==> config.mk <==
export PLATFORM = sky130hd
export DESIGN_NAME = seq_shift_add_mult
export DESIGN_NICKNAME = d
export VERILOG_FILES = /design/src/rtl/seq_shift_add_mult.sv
export SDC_FILE = /design/constraint.sdc
export NUM_CORES = 1
export LEC_CHECK = 0
export CORE_MARGIN = 8
export CORE_UTILIZATION = 60
export DETAILED_ROUTE_END_ITERATION = 8
export GPL_ROUTABILITY_DRIVEN = 0
export PLACE_DENSITY = 0.83
export SLEW_MARGIN = 10
export SYNTH_ARGS = -nofsm -noshare
export SYNTH_HDL_FRONTEND = slang
export SYNTH_SLANG_ARGS = --single-unit
==> constraint.sdc <==
create_clock -name clk -period 9.2 [get_ports clk]
set_input_delay 1.38 -clock clk [delete_from_list [all_inputs] [get_ports clk]]
set_output_delay 1.38 -clock clk [all_outputs]
set_load 0.005 [all_outputs]
==> src/rtl/seq_shift_add_mult.sv <==
// Iterative shift-add multiplier: B partial-product rows per cycle, N+M-bit product, valid/ready in and out.
// Optional macro SIGNED_MULT_EN adds the tc input for two's-complement operands.
module seq_shift_add_mult #(
  parameter int N = 16,
  parameter int M = 16,
  parameter int B = 1
) (
  input  logic           clk,
  input  logic           rst,
  input  logic           in_valid,
  output logic           in_ready,
  input  logic [N-1:0]   a,
  input  logic [M-1:0]   b,
`ifdef SIGNED_MULT_EN
  input  logic           tc,
`endif
  output logic           out_valid,
  input  logic           out_ready,
  output logic [N+M-1:0] p,
  output logic           busy
);

  localparam int W  = N + M;
  localparam int K  = M / B;
  localparam int CW = (K > 1) ? $clog2(K) : 1;
  localparam logic [CW-1:0] LAST = CW'(K - 1);

  localparam logic [1:0] S_IDLE = 2'd0;
  localparam logic [1:0] S_CALC = 2'd1;
  localparam logic [1:0] S_DONE = 2'd2;

  // Handshakes: a transfer happens on an edge where valid and ready are both high.
  // in_ready is high only in IDLE, out_valid only in DONE; both come straight from state.
  logic [1:0]    state_q, state_d;
  logic [W-1:0]  a_q, a_d;
  logic [M-1:0]  b_q, b_d;
  logic [W-1:0]  acc_q, acc_d;
  logic [CW-1:0] cnt_q, cnt_d;
  logic [W-1:0]  p_q, p_d;
  logic [W-1:0]  sum;
  logic [W-1:0]  row;
  logic          last;
`ifdef SIGNED_MULT_EN
  logic          tc_q, tc_d;
`endif

  // a_q is pre-shifted by B each cycle and b_q shifted right, so row r of this cycle is b_q[r] ? a_q << r.
  always_comb begin
    last = (cnt_q == LAST);
    sum  = acc_q;
    row  = '0;
    for (int r = 0; r < B; r++) begin
      row = b_q[r] ? (a_q << r) : '0;
`ifdef SIGNED_MULT_EN
      if (tc_q && last && (r == B - 1)) sum = sum - row;
      else                              sum = sum + row;
`else
      sum = sum + row;
`endif
    end
  end

  always_comb begin
    state_d = state_q;
    a_d     = a_q;
    b_d     = b_q;
    acc_d   = acc_q;
    cnt_d   = cnt_q;
    p_d     = p_q;
`ifdef SIGNED_MULT_EN
    tc_d    = tc_q;
`endif
    case (state_q)
      S_IDLE: begin
        if (in_valid) begin
`ifdef SIGNED_MULT_EN
          a_d  = (tc && a[N-1]) ? {{M{1'b1}}, a} : {{M{1'b0}}, a};
          tc_d = tc;
`else
          a_d  = {{M{1'b0}}, a};
`endif
          b_d     = b;
          acc_d   = '0;
          cnt_d   = '0;
          state_d = S_CALC;
        end
      end
      S_CALC: begin
        acc_d = sum;
        a_d   = a_q << B;
        b_d   = b_q >> B;
        cnt_d = cnt_q + 1'b1;
        if (last) begin
          p_d     = sum;
          state_d = S_DONE;
        end
      end
      S_DONE: begin
        if (out_ready) state_d = S_IDLE;
      end
      default: state_d = S_IDLE;
    endcase
  end

  always_ff @(posedge clk or posedge rst) begin
    if (rst) begin
      state_q <= S_IDLE;
      a_q     <= '0;
      b_q     <= '0;
      acc_q   <= '0;
      cnt_q   <= '0;
      p_q     <= '0;
`ifdef SIGNED_MULT_EN
      tc_q    <= 1'b0;
`endif
    end else begin
      state_q <= state_d;
      a_q     <= a_d;
      b_q     <= b_d;
      acc_q   <= acc_d;
      cnt_q   <= cnt_d;
      p_q     <= p_d;
`ifdef SIGNED_MULT_EN
      tc_q    <= tc_d;
`endif
    end
  end

  assign in_ready  = (state_q == S_IDLE);
  assign out_valid = (state_q == S_DONE);
  assign busy      = (state_q == S_CALC) || (state_q == S_DONE);
  assign p         = p_q;

endmodule

## Word-level counts from Yosys, hierarchy flattened

Index checks and enable logic that the tools add are counted.
Widths: inputs -> output; s select.

- Bits in registers: 118
- Bits of input ports: 36
- Output and inout port bits: 35
- Logic and storage cells: 33

- Add/sub/neg operators: 2
- Eq/ne operators: 6
- Muxes and demuxes: 13
- Reduce and logical (&&, ||, !) cells: 6

Operators by type and width:

| kind | number |
|---|---|
| $pmux 32 s2 | 2 |
| $mux 32 | 3 |
| $add 32x32->32 | 1 |
| $pmux 16 s2 | 1 |
| $mux 16 | 1 |
| $pmux 4 s2 | 1 |
| $mux 2 | 3 |
| $pmux 2 s3 | 1 |
| $add 4x1->4 const B | 1 |
| $eq 4x4->1 const B | 1 |
| $mux 4 | 1 |
| $ne 2x2->1 const B | 2 |
| $reduce_and 2->1 | 2 |
| $reduce_and 3->1 | 1 |
| $eq 2x1->1 const B | 1 |
| $eq 2x2->1 const B | 1 |
| $logic_not 2->1 | 1 |
| $ne 2x1->1 const B | 1 |
| $reduce_bool 2->1 | 1 |
| $logic_or 1x1->1 | 1 |

## Logic depth before layout (Yosys ltp)

Gate-level depths: netlist (run 1).

- Word-level depth: 3
- Mapped depth: 11
- Depth with buffers taken out: 10

## Worst setup path before layout (run 1)

OpenSTA, ideal clock, no wires.

- Kind: register -> register
- Start point: register b_q[0]
- End point: register p_q[28] (netlist: p[28])
- Library setup time: 140 ps
- Arrival time: 2574 ps
- Required time: 9060 ps
- Path slack: 6486 ps
- Stages on the path, launching flop included: 11
- Cells stage by stage: dfrtp_1 > clkbuf_1 > and2_1 > ha_1 > and2_4 > nand3_2 > or3_4 > or4_4 > o22ai_2 > mux2i_1 > o311ai_1

- Cells in the longest elaborated chain, start to end: 2

Ends and longest elaborated chain:

| item | RTL line | source |
|---|---|---|
| start: declaration | 36 | `logic [M-1:0] b_q, b_d;` |
| start signal: assignment | 109 | `b_q <= '0;` |
| start signal: assignment | 119 | `b_q <= b_d;` |
| $mux 32 | 53 | `row = b_q[r] ? (a_q << r) : '0;` |
| $add 32x32->32 | 58 | `sum = sum + row;` |
| end signal: assignment | 122 | `p_q <= p_d;` |
| end: declaration | 39 | `logic [W-1:0] p_q, p_d;` |

No other way between the ends.
A chain may end at the register's enable or synchronous reset.

## Final worst setup path (run 1)

- Start point: register b_q[0]
- End point: register acc_q[20]

- Cells in the longest elaborated chain, start to end: 3

Ends and longest elaborated chain:

| item | RTL line | source |
|---|---|---|
| $mux 32 | 53 |  |
| $add 32x32->32 | 58 |  |
| $pmux 32 s2 | 73 | `case (state_q)` |
| end signal: assignment | 110 | `acc_q <= '0;` |
| end signal: assignment | 120 | `acc_q <= acc_d;` |
| end: declaration | 37 | `logic [W-1:0] acc_q, acc_d;` |

No other way between the ends.

==> results.md, run 1 <==
- The maximum cell stage delay along the critical path is 750 ps.
- The die covers 0.0149 mm2.
- Of the post-synthesis cell area, the dominant cell type holds 43.6%.
- The via count is 5869.
- In the routed design, unresolved DRC markers number 0.
- In the routed layout, each cell is associated on average with a via count of 6.16.
- The library cell contributing the largest single delay on the critical path is dfrtp_1.
- The cell at the root of the clock tree is clkbuf_16.
- The critical path goes through and2_1, ha_1, fa_1, a21oi_1, o221ai_1, a21bo_2, a21oi_1, o21ai_0, xnor2_1, o21ai_0.
- The number of violations of the max-capacitance limit is 0.
- The top cell types in the final layout, fill and taps aside, are nand2_1, dfrtp_1, o21ai_0.
- The initial antenna violation count is 0.
- The total power density per cell area is 265 mW/mm2.
- Timing would allow up to 271 MHz.
- The number of hold-slack violations in the final timing report is 0.
- In the final timing run, aggregate negative setup slack is 0 ps.
- The count of nets left with antenna violations after detail routing is 0.
- The insertion delay of the later-clocked pin in the worst-skew pair is 420 ps.
- The violation count after the first detailed-routing iteration is 529.
- The path class of the tightest hold or removal check is reg2reg.
- The number of top-level design ports is 71.
- The remaining global-route overflow is 0.
- The launching element of the worst setup path is b_q[0].
- The required arrival time at the worst endpoint is 9450 ps.
- The placeable core region is 0.0109 mm2.
- The synthesized design spends more area on one cell type than any other, namely dfrtp_1.
- For the pin with the worst max-slew slack, the measured transition is 1060 ps.
- The cell area after synthesis is 0.00677 mm2.
- Counting every sink on the clock net gives 118.
- Measured in cells, the most critical reg-to-reg path has a length of 10.
- The floorplan has 38 rows.
- The capture instance of the worst register-to-register path is acc_q[20].
- The worst setup path is launched from a flop.
- Clock-pin slew was measured on the worst setup and hold paths at 60 ps.
- The fraction of the cycle the final worst path needs is 40.2%.
- The capture point of the critical path is acc_q[20].
- The number of H-tree levels is 4.
- In this run, synthesis produced a sequential element count of 118.
- The run finished with clean final reports.
- The sequential fraction of the synthesis area is 43.6%.
- STA classifies the critical path endpoint as a flop.
- In this run the worst path has a maximum fanout of 33.
- Leaving out fill and tap cells, the most frequent cell in the layout is nand2_1.
- The number of pins exceeding their max-slew limit in the final report is 0.
- The global-route usage over all layers is 23.7%.
- The CTS tree is built.
- The arrival time of the worst setup path is 3950 ps.
- The number of distinct library cell variants in the gate-level netlist after synthesis is 58.
- The via count of the first global-routing pass is 5830.
- For this run, the number of Yosys warnings is 0.
- The global-route wire length before repair is 28200 um.
- Setup repair after global routing left no endpoint under its margin.
- In this run the deepest clock path goes through 2 buffers.
- The number of buffers inserted for hold repair after clock tree synthesis is 0.
- The total inserted antenna cells is 0.
- Relative to the synthesized area, the layout overhead comes to 20.1%.
- The worst slack on hold paths is 474 ps.
- The number of standard cells after synthesis is 752.
- Once layout is done, the placed cells without fillers occupy 0.00813 mm2.
- The average cell area after synthesis is 9.00 um2.
- The startpoint of the most critical register-to-register path is b_q[0].
- The cell count after placement is 920.
- The total placed instance area is 0.00750 mm2.
- The first-pass detailed-route iteration total is 5.
- In the final design database the tool counted 871 nets.
- The most used flip-flop cell after synthesis is dfrtp_1.
- The proportion of layout cells with a drive suffix above 1 is 5.67%.
- The height of the die is 122 um.
- The wire length per cell is 17.7 um.
- On the final layout, the worst clock skew is 9.29 ps.
- Input and output buffers added on the ports amount to 70.
- Yosys attributes the largest share of cell area to dfrtp_1, o21ai_0, nand2_1.
- The worst register-to-register path has a setup slack of 5510 ps.
- The maximum number of pins on one net before global-route repair is 114.
- The number of resized instances in the post-cts repair step is 0.
- The number of nets handed over by synthesis was 824.
- The standby leakage power is 0.00369 uW.
- Measured along the x axis, the die boundary spans 122 um.
- The non-filler instance count after layout is 952.
- The normalized max-slew margin is 29.2%.
- The number of clock buffers added by TritonCTS is 17.
- The number of post-CTS setup repair buffers is 0.
- For this configuration, the core starts out at a cell density of 61.9%.
- The worst setup path is of the reg2reg kind.
- The post-layout minimum cycle time is 3690 ps.
- In the synthesized netlist the async set-or-reset flop fraction comes to 100%.
- The wire-length estimate of the detail-placed layout is 11400 um.
- The number of synthesized flops with an enable pin is 0.
- The setup-violating endpoint count in the final report is 0.
- The worst-case vdd ir drop is 0.183 mV.
- Summed over all layers, the routed wires come to 16900 um.
==> area by class of cell <==
| cell class | count | area, um2 |
|---|---|---|
| Tap cell | 140 | 175 |
| Inverter | 14 | 55.1 |
| Clock buffer | 21 | 460 |
| Fill cell | 777 | 2800 |
| Sequential cell | 118 | 2950 |
| Clock inverter | 11 | 174 |
| Timing Repair Buffer | 74 | 731 |
| Multi-Input combinational cell | 574 | 3580 |
==> through the flow <==
stage | power (uW) | utilization (%) | worst slack [ps]
6_report | 2160 | 74.4 | 5510
5_1_grt | 2290 | 74.4 | 5270
4_1_cts | 2160 | 74.4 | 5570
3_5_place_dp | 1440 | 68.6 | 5460
3_3_place_gp | 1390 | 68.6 | 5490
2_1_floorplan | 1250 | - | 4690
==> layer usage <==
metal | GRT usage [%] | part of all wire [%] | vias up
met5 | 0 | 0 | -
met4 | 8.61 | 2.0 | 0
met3 | 6.29 | 6.2 | 36
met2 | 38.7 | 49 | 221
met1 | 29.7 | 42 | 2855
li1 | - | - | 2757
==> critical path: cells and delay by family (launching register included) <==
kind                     cells  cell delay, ps
AO/OA/AOI/OAI                6            1590
XOR/XNOR                     1             240
AND/OR/NAND/NOR              1             320
adder cells (fa/ha/maj)      2             620
flip-flops                   1             750
==> state kept, by name, summed over array words and instances, names as in the netlist <==
name,cells
b_q,16
acc_q,32
state_q,2
p,32
a_q,32
cnt_q,4
==> synthesized netlist by cell type, types with 5 or more instances <==
library cell / instances
o211ai_1: 7
xor2_1: 11
nand2_1: 133
mux2i_1: 34
inv_1: 14
nand3_1: 17
and2_1: 38
ha_1: 35
buf_2: 5
nor2_1: 29
o21ai_0: 103
a21o_1: 8
clkbuf_1: 34
a22o_1: 20
dfrtp_1: 118
xnor2_1: 14
nand4_1: 9
a21oi_1: 42
nor3_1: 8
==> power by group <==
part / switching, uW / internal, uW / total, uW
Clock: 243 / 468 / 711
Combinational: 442 / 263 / 705
Sequential: 103 / 640 / 742
Total: 788 / 1370 / 2160
==> cell families after synthesis <==
kind of cell               share of synthesized area, %
and+or+nand+nor                                    18.1
AOI/OAI and AO/OA                                  19.6
DFF                                                43.6
buffers and inverters                              3.64
adders and majority gates                          6.77
muxes                                              5.03
xor gates and xnor gates                           3.23
==> how the worst min path moves through the flow <==
stage          depth (start not counted)  endpoint    start
3_5_place_dp                           2     p[15]    p[15]
3_3_place_gp                           2     p[21]    p[21]
6_report                               2     p[15]    p[15]
5_1_grt                                2     p[17]    p[17]
2_1_floorplan                          2   b_q[10]  b_q[10]
4_1_cts                                2     p[15]    p[15]
Power figures use the tool's default switching activity.
==> run 2: changes to the inputs <==
--- a/config.mk
+++ b/config.mk
@@ -6,10 +6,10 @@
 export NUM_CORES = 1
 export LEC_CHECK = 0
 export CORE_MARGIN = 8
-export CORE_UTILIZATION = 60
+export CORE_UTILIZATION = 52
 export DETAILED_ROUTE_END_ITERATION = 8
 export GPL_ROUTABILITY_DRIVEN = 0
-export PLACE_DENSITY = 0.83
+export PLACE_DENSITY = 0.76
 export SLEW_MARGIN = 10
 export SYNTH_ARGS = -nofsm -noshare
 export SYNTH_HDL_FRONTEND = slang
==> constraint.sdc (replaced) <==
create_clock -name clk -period 3 [get_ports clk]
set_input_delay 0.45 -clock clk [delete_from_list [all_inputs] [get_ports clk]]
set_output_delay 0.45 -clock clk [all_outputs]
set_load 0.005 [all_outputs]
==> run 2 against run 1 <==
  * Total power rose to 3.1 times the previous value
  * Cell count rose by 5.1%
  * Largest power group is now combinational cells
  * Worst setup slack got worse by 5300 ps
  * Critical path depth did not move
  * Sequential cell count did not move
  * Clock skew barely moved
  * Combinational power rose to 3.4 times the previous value
  * Sequential share of layout area fell by 0.98 points
  * Register-to-register slack got worse by 5300 ps
  * Core utilization fell by 8.4 points
  * Clock power rose to 3.1 times the previous value
==> results.md, run 2 (synthesis gave the netlist of run 1 again) <==
- The met2 track demand over resource is 34.2%.
- The total inserted antenna cells is 0.
- Global routing finished with a remaining overflow of 0.
- Dividing the detail-routed via count by the number of cells gives 5.84.
- The clock transition at the registers of the reported paths is 50 ps.
- The maximum fanout encountered on the critical timing path is 31.
- The arrival time of the worst setup path is 3190 ps.
- Excluding fillers, the count of instances in the completed layout stands at 1001.
- In the final routed layout, each cell accounts on average for 17.1 um.
- Global routing consumed, on the met3 layer, 5.26% of the routing resources.
- The number of pins exceeding their max-slew limit in the final report was 0.
- The normalized max-slew margin is 56.2%.
- The violation count after the first detailed-routing iteration is 521.
- The flow ran to the end, and the final reports show no timing, DRC or antenna violations.
- Once detail routing completed, the nets flagged for antenna violations numbered 0.
- The insertion delay of the later-clocked pin in the worst-skew pair is 430 ps.
- Of the cells placed in the final design, the portion with a size suffix greater than 1 is 8.20%.
- Power spread over the standard cell area amounts to 811 mW/mm2.
- Entering global routing, the biggest net connects 119 pins.
- After layout, the worst setup slack is 163 ps.
- The number of buffers inserted for hold repair after clock tree synthesis is 0.
- The busiest layer in global routing is met2.
- The post-layout minimum cycle time is 2840 ps.
- The longest clock path from root to sink contains 2 buffers.
- The number of sinks driven by the clock tree is 118.
- The cell at the root of the clock tree is clkbuf_16.
- The initial antenna violation count is 0.
- The width of the chip is 130 um.
- The path class of the lowest-slack min-delay path is reg2reg.
- The worst hold path stage count is 2.
- The clock arrives with 8.92 ps of skew.
- Counting the buffers created by CTS gives 17.
- The global-route track usage on met1 is 26.7%.
- The first global-routing pass estimated 28900 um of wire.
- The die area is 0.0169 mm2.
- Hold timing on the final database bottoms out at a slack of 479 ps.
- The core region is 0.0127 mm2.
- For the pin with the worst max-slew slack, the measured transition is 654 ps.
- Measured in cells, the most critical reg-to-reg path has a length of 10.
- The kind of launch point of the worst setup path is a flop.
- Setup total negative slack on the finished layout was measured at 0 ps.
- TritonCTS built the clock tree.
- After detailed routing, the number of remaining DRC violations is 0.
- In the layout the commonest cells are nand2_1, dfrtp_1, o21ai_0.
- The area of all sequential standard cells is 0.00295 mm2.
- The number of violations of the max-capacitance limit is 0.
- The required arrival time at the worst endpoint is 3350 ps.
- STA classifies the critical path endpoint as a flop.
- The initial core utilization is 53.4%.
- The number of rows in the core area is 41.
- The design draws 6780 uW.
- 71 I/O pins were placed.
- The post-place setup slack is 147 ps.
- The number of hold-slack violations in the final timing report is 0.
- The library cell used most frequently in the layout, excluding fill and tap cells, is nand2_1.
- The height of the die is 130 um.
- The fraction of the cycle the final worst path needs is 94.6%.
- The first-pass detailed-route iteration total is 7.
- The wire-length estimate of the detail-placed layout is 11900 um.
- The H-tree generated during clock tree synthesis spans 4 levels.
- The via count of the first global-routing pass is 5904.
- IR analysis of the VDD net gives a maximum drop of 0.471 mV.
- The critical path class is reg2reg.
- The standby leakage power is 0.00378 uW.
- Counting tap cells, the placed design contains a total of 970 instances.
- The via count is 5847.
- The number of port buffers is 70.
- The maximum operating frequency is 352 MHz.
- After the last flow step, the layout net total stands at 889.
- The multi-input combinational cells in the finished layout cover a total of 0.00361 mm2.
- Setup violations remaining at the end of the flow were counted as 0.
- The routed design has 17100 um of wire.
- In the global route stage, overall resource usage came out at 21.4%.
- Relative to the synthesized area, the layout overhead comes to 23.5%.
- The number of filler cells placed in the layout is 1040.
==> run 2: cell types whose count changed in the layout (fill, tap and decap cells not counted), sizes merged <==
cell	delta
clkinv	-1
inv	-1
buf	+18
clkbuf	+2
clkinvlp	-1
==> run 2: layout make-up <==
cell class / count / area share, %
inverters: 14 / 0.674
flip-flops and latches: 118 / 35.3
clock buffers: 23 / 5.72
well taps: 172 / 2.57
multi-input cells: 574 / 43.1
repair buffers: 92 / 10.8
clock inverters: 8 / 1.75
==> run 2: power by group <==
group	internal [uW]	total, uW	leakage [uW]	switching [uW]
Combinational	932	2370	0.00189	1440
Sequential	1960	2220	0.00158	259
Clock	1450	2190	0.000303	741
Total	4340	6780	0.00378	2440
==> run 2: path summary, 6_finish.rpt <==
| path | from | to | slack (ps) |
|---|---|---|---|
| setup / recovery | b_q[0] | p[29] | 160 |
| hold / removal | p[6] | p[6] | 480 |
| setup reg to reg | b_q[0] | p[29] | 160 |
| hold reg to reg | p[6] | p[6] | 480 |
| max in group asynchronous | rst | acc_q[16] | 1990 |
| min in group asynchronous | rst | p[9] | 570 |
==> run 2: worst max-delay path, cell delays in order (launching register included) <==
cell	delay, ps
dfrtp_1	410
buf_12	170
and2_1	150
ha_1	340
a21oi_1	260
nand2_1	130
o21ai_1	260
a31o_2	260
a21oi_1	130
or4_1	530
nand3_1	110
==> run 2: through the flow <==
| step | cell area, um2 | util [%] |
|---|---|---|
| 2_1_floorplan | 6770 | - |
| 3_3_place_gp | 7710 | 60.9 |
| 3_5_place_dp | 7710 | 60.9 |
| 4_1_cts | 8340 | 65.8 |
| 5_1_grt | 8360 | 66.0 |
| 6_report | 8360 | 66.0 |
==> run 2: repair_timing <==
item,in CTS,in global routing
resized for setup,0,8
endpoints found under the setup margin,0,8
buffers inserted,0,0
==> run 2: routing by layer <==
| layer | up-vias | wire length [um] |
|---|---|---|
| met5 | - | 0 |
| met4 | 0 | 428 |
| met3 | 35 | 992 |
| met2 | 212 | 8040 |
| met1 | 2813 | 7680 |
| li1 | 2787 | - |
==> run 3: changes to the inputs <==
--- a/config.mk
+++ b/config.mk
@@ -6,10 +6,10 @@
 export NUM_CORES = 1
 export LEC_CHECK = 0
 export CORE_MARGIN = 8
-export CORE_UTILIZATION = 52
+export CORE_UTILIZATION = 45
 export DETAILED_ROUTE_END_ITERATION = 8
 export GPL_ROUTABILITY_DRIVEN = 0
-export PLACE_DENSITY = 0.76
+export PLACE_DENSITY = 0.67
 export SLEW_MARGIN = 10
 export SYNTH_ARGS = -nofsm -noshare
 export SYNTH_HDL_FRONTEND = slang
==> run 3 against run 2 <==
  * Sequential share of layout area fell by 0.13 points
  * Total power fell by 1.2%
  * Core utilization fell by 9.9 points
  * Via count fell by 1.9%
  * Combinational power fell by 2%
  * Routed wire length fell by 1.8%
  * Register-to-register slack got worse by 30 ps
  * Largest power group unchanged
==> results.md, run 3 (synthesis gave the netlist of run 1 again) <==
- The relative area change from synthesis to final layout is 23.9%.
- The worst reg2reg path depth is 10.
- Leaving out fill and tap cells, the most frequent cell in the layout is nand2_1.
- The maximum number of pins on one net before global-route repair is 119.
- Once the floorplan was initialized, standard cells occupied 45.2% of the core.
- The post-layout minimum cycle time is 2870 ps.
- The first-pass detailed-route iteration total is 5.
- The number of rows in the core area is 45.
- The floorplan step defined a core boundary enclosing 0.0150 mm2.
- The violation count after the first detailed-routing iteration is 413.
- The CTS tree is built.
- The vias per cell is 5.62.
- The met2 wirelength from detailed routing is 7550 um.
- For this design the static power due to leakage is 0.00380 uW.
- The clock drives 118 sinks.
- Clock-pin slew was measured on the worst setup and hold paths at 60 ps.
- The die area is 0.0192 mm2.
- The maximum fanout encountered on the critical timing path is 17.
- The number of violations of the max-capacitance limit is 0.
- The number of post-CTS setup repair buffers is 0.
- The total power density per cell area is 799 mW/mm2.
- The number of H-tree levels is 4.
- The pin slew with the least headroom to its limit is 693 ps.
- The initial antenna violation count was 0.
- The via count of the first global-routing pass came to 5729.
- Pin placement for this block handled 71 I/O pins.
- For this run, the post-layout net count is 893.
- The uppermost layer routed is met4.
- The count of nets left with antenna violations after detail routing is 0.
- In the final routing, the length of wire on met1 measures 7910 um.
- In the detailed route, the total length drawn on met3 is 872 um.
- The total wire length is 16800 um.
- The worst-case vdd ir drop is 0.444 mV.
- The number of pins exceeding their max-slew limit in the final report came to 0.
- Dividing the final minimum period by the clock period gives 95.5%.
- In the layout the commonest cells are nand2_1, dfrtp_1, o21ai_0.
- The flow ran to the end, and the final reports show no timing, DRC or antenna violations.
- The insertion delay of the later-clocked pin in the worst-skew pair is 430 ps.
- The normalized max-slew margin is 53.5%.
- The proportion of layout cells with a drive suffix above 1 is 8.88%.
- The critical path is of the reg2reg type.
- The total inserted antenna cells is 0.
- The number of CTS-inserted buffers is 17.
- The global-route wire length before repair is 28700 um.
- The global-route usage over all layers is 18.1%.
- The path class of the lowest-slack min-delay path is reg2reg.
- The worst hold path stage count is 2.
- Data arrives at the worst endpoint at 3160 ps.
- The cell at the root of the clock tree is clkbuf_16.
- The number of DRC violations after detailed routing is 0.
- The area of all placed cells without fillers is 0.00839 mm2.
- The die is 139 um wide.
- The endpoint class of the critical path is a flop.
- The HPWL after detailed placement is 12000 um.
- The total placed instance area is 0.00774 mm2.
- The height of the die is 139 um.
- The remaining global-route overflow is 0.
- Input and output buffers added on the ports amount to 70.
- The core utilization of the finished layout is 56.0%.
- On the final layout, the worst clock skew is 22.5 ps.
- The maximum operating frequency is 349 MHz.
- In the final routed layout, each cell accounts on average for 16.5 um.
- The design draws 6700 uW.
- The clock passes through at most 2 buffers.
- The number of hold-slack violations in the final timing report is 0.
- The kind of launch point of the worst setup path is a flop.
- The via count is 5737.
- The required arrival time at the worst endpoint is 3290 ps.
- The setup-violating endpoint count in the final report is 0.
-- run 3: critical path, stage by stage (launching register included) --
cell and delay [ps]:
dfrtp_1 380, buf_4 200, and2_1 160, ha_2 380, and2_4 190, nand3_2 80
or3_4 400, or4_4 420, o22ai_2 190, mux2i_1 220, o311ai_1 110
-- run 3: through the flow --
| stage | worst slack (ps) | cells | TNS, ps | hold slack (ps) |
|---|---|---|---|---|
| after floorplan | 286 | 752 | 0 | 450 |
| after global placement | 252 | 990 | 0 | 461 |
| after detailed placement | 176 | 990 | 0 | 470 |
| after CTS | 172 | 1021 | 0 | 482 |
| after global routing | -6.23 | 1021 | -6.23 | 504 |
| final | 135 | 1021 | 0 | 473 |
-- run 3: timing repair --
action | in CTS | in global routing
gates resized for setup | 0 | 9
hold buffers | 0 | 0
setup endpoints to repair | 0 | 8
-- run 3: final timing paths --
path	from	endpoint	slack (ps)
worst max register to register	b_q[0]	p[28]	130
worst min register to register	p[24]	p[24]	470
max in group asynchronous	rst	p[30]	1950
worst max-delay path	b_q[0]	p[28]	130
worst min-delay path	p[24]	p[24]	470
min in group asynchronous	rst	a_q[10]	540
-- run 3: power breakdown --
part | switching (uW) | leakage (uW) | internal (uW)
registers | 254 | 0.00158 | 1960
logic | 1410 | 0.00191 | 905
clock network | 721 | 0.000310 | 1440
-- run 3: cell type report --
type	instances	area, um2
fillers	1338	6590
well taps	188	235
flip-flops and latches	118	2950
clock buffers	22	474
inverters	14	56.3
clock inverters	9	149
multi-input cells	574	3610
repair buffers	96	908
-- run 3: routing by layer --
layer  GRT usage (%)  up-vias
met4            9.07        0
li1                -     2800
met3            4.78       32
met2            27.6      162
met5               0        -
met1            23.4     2743
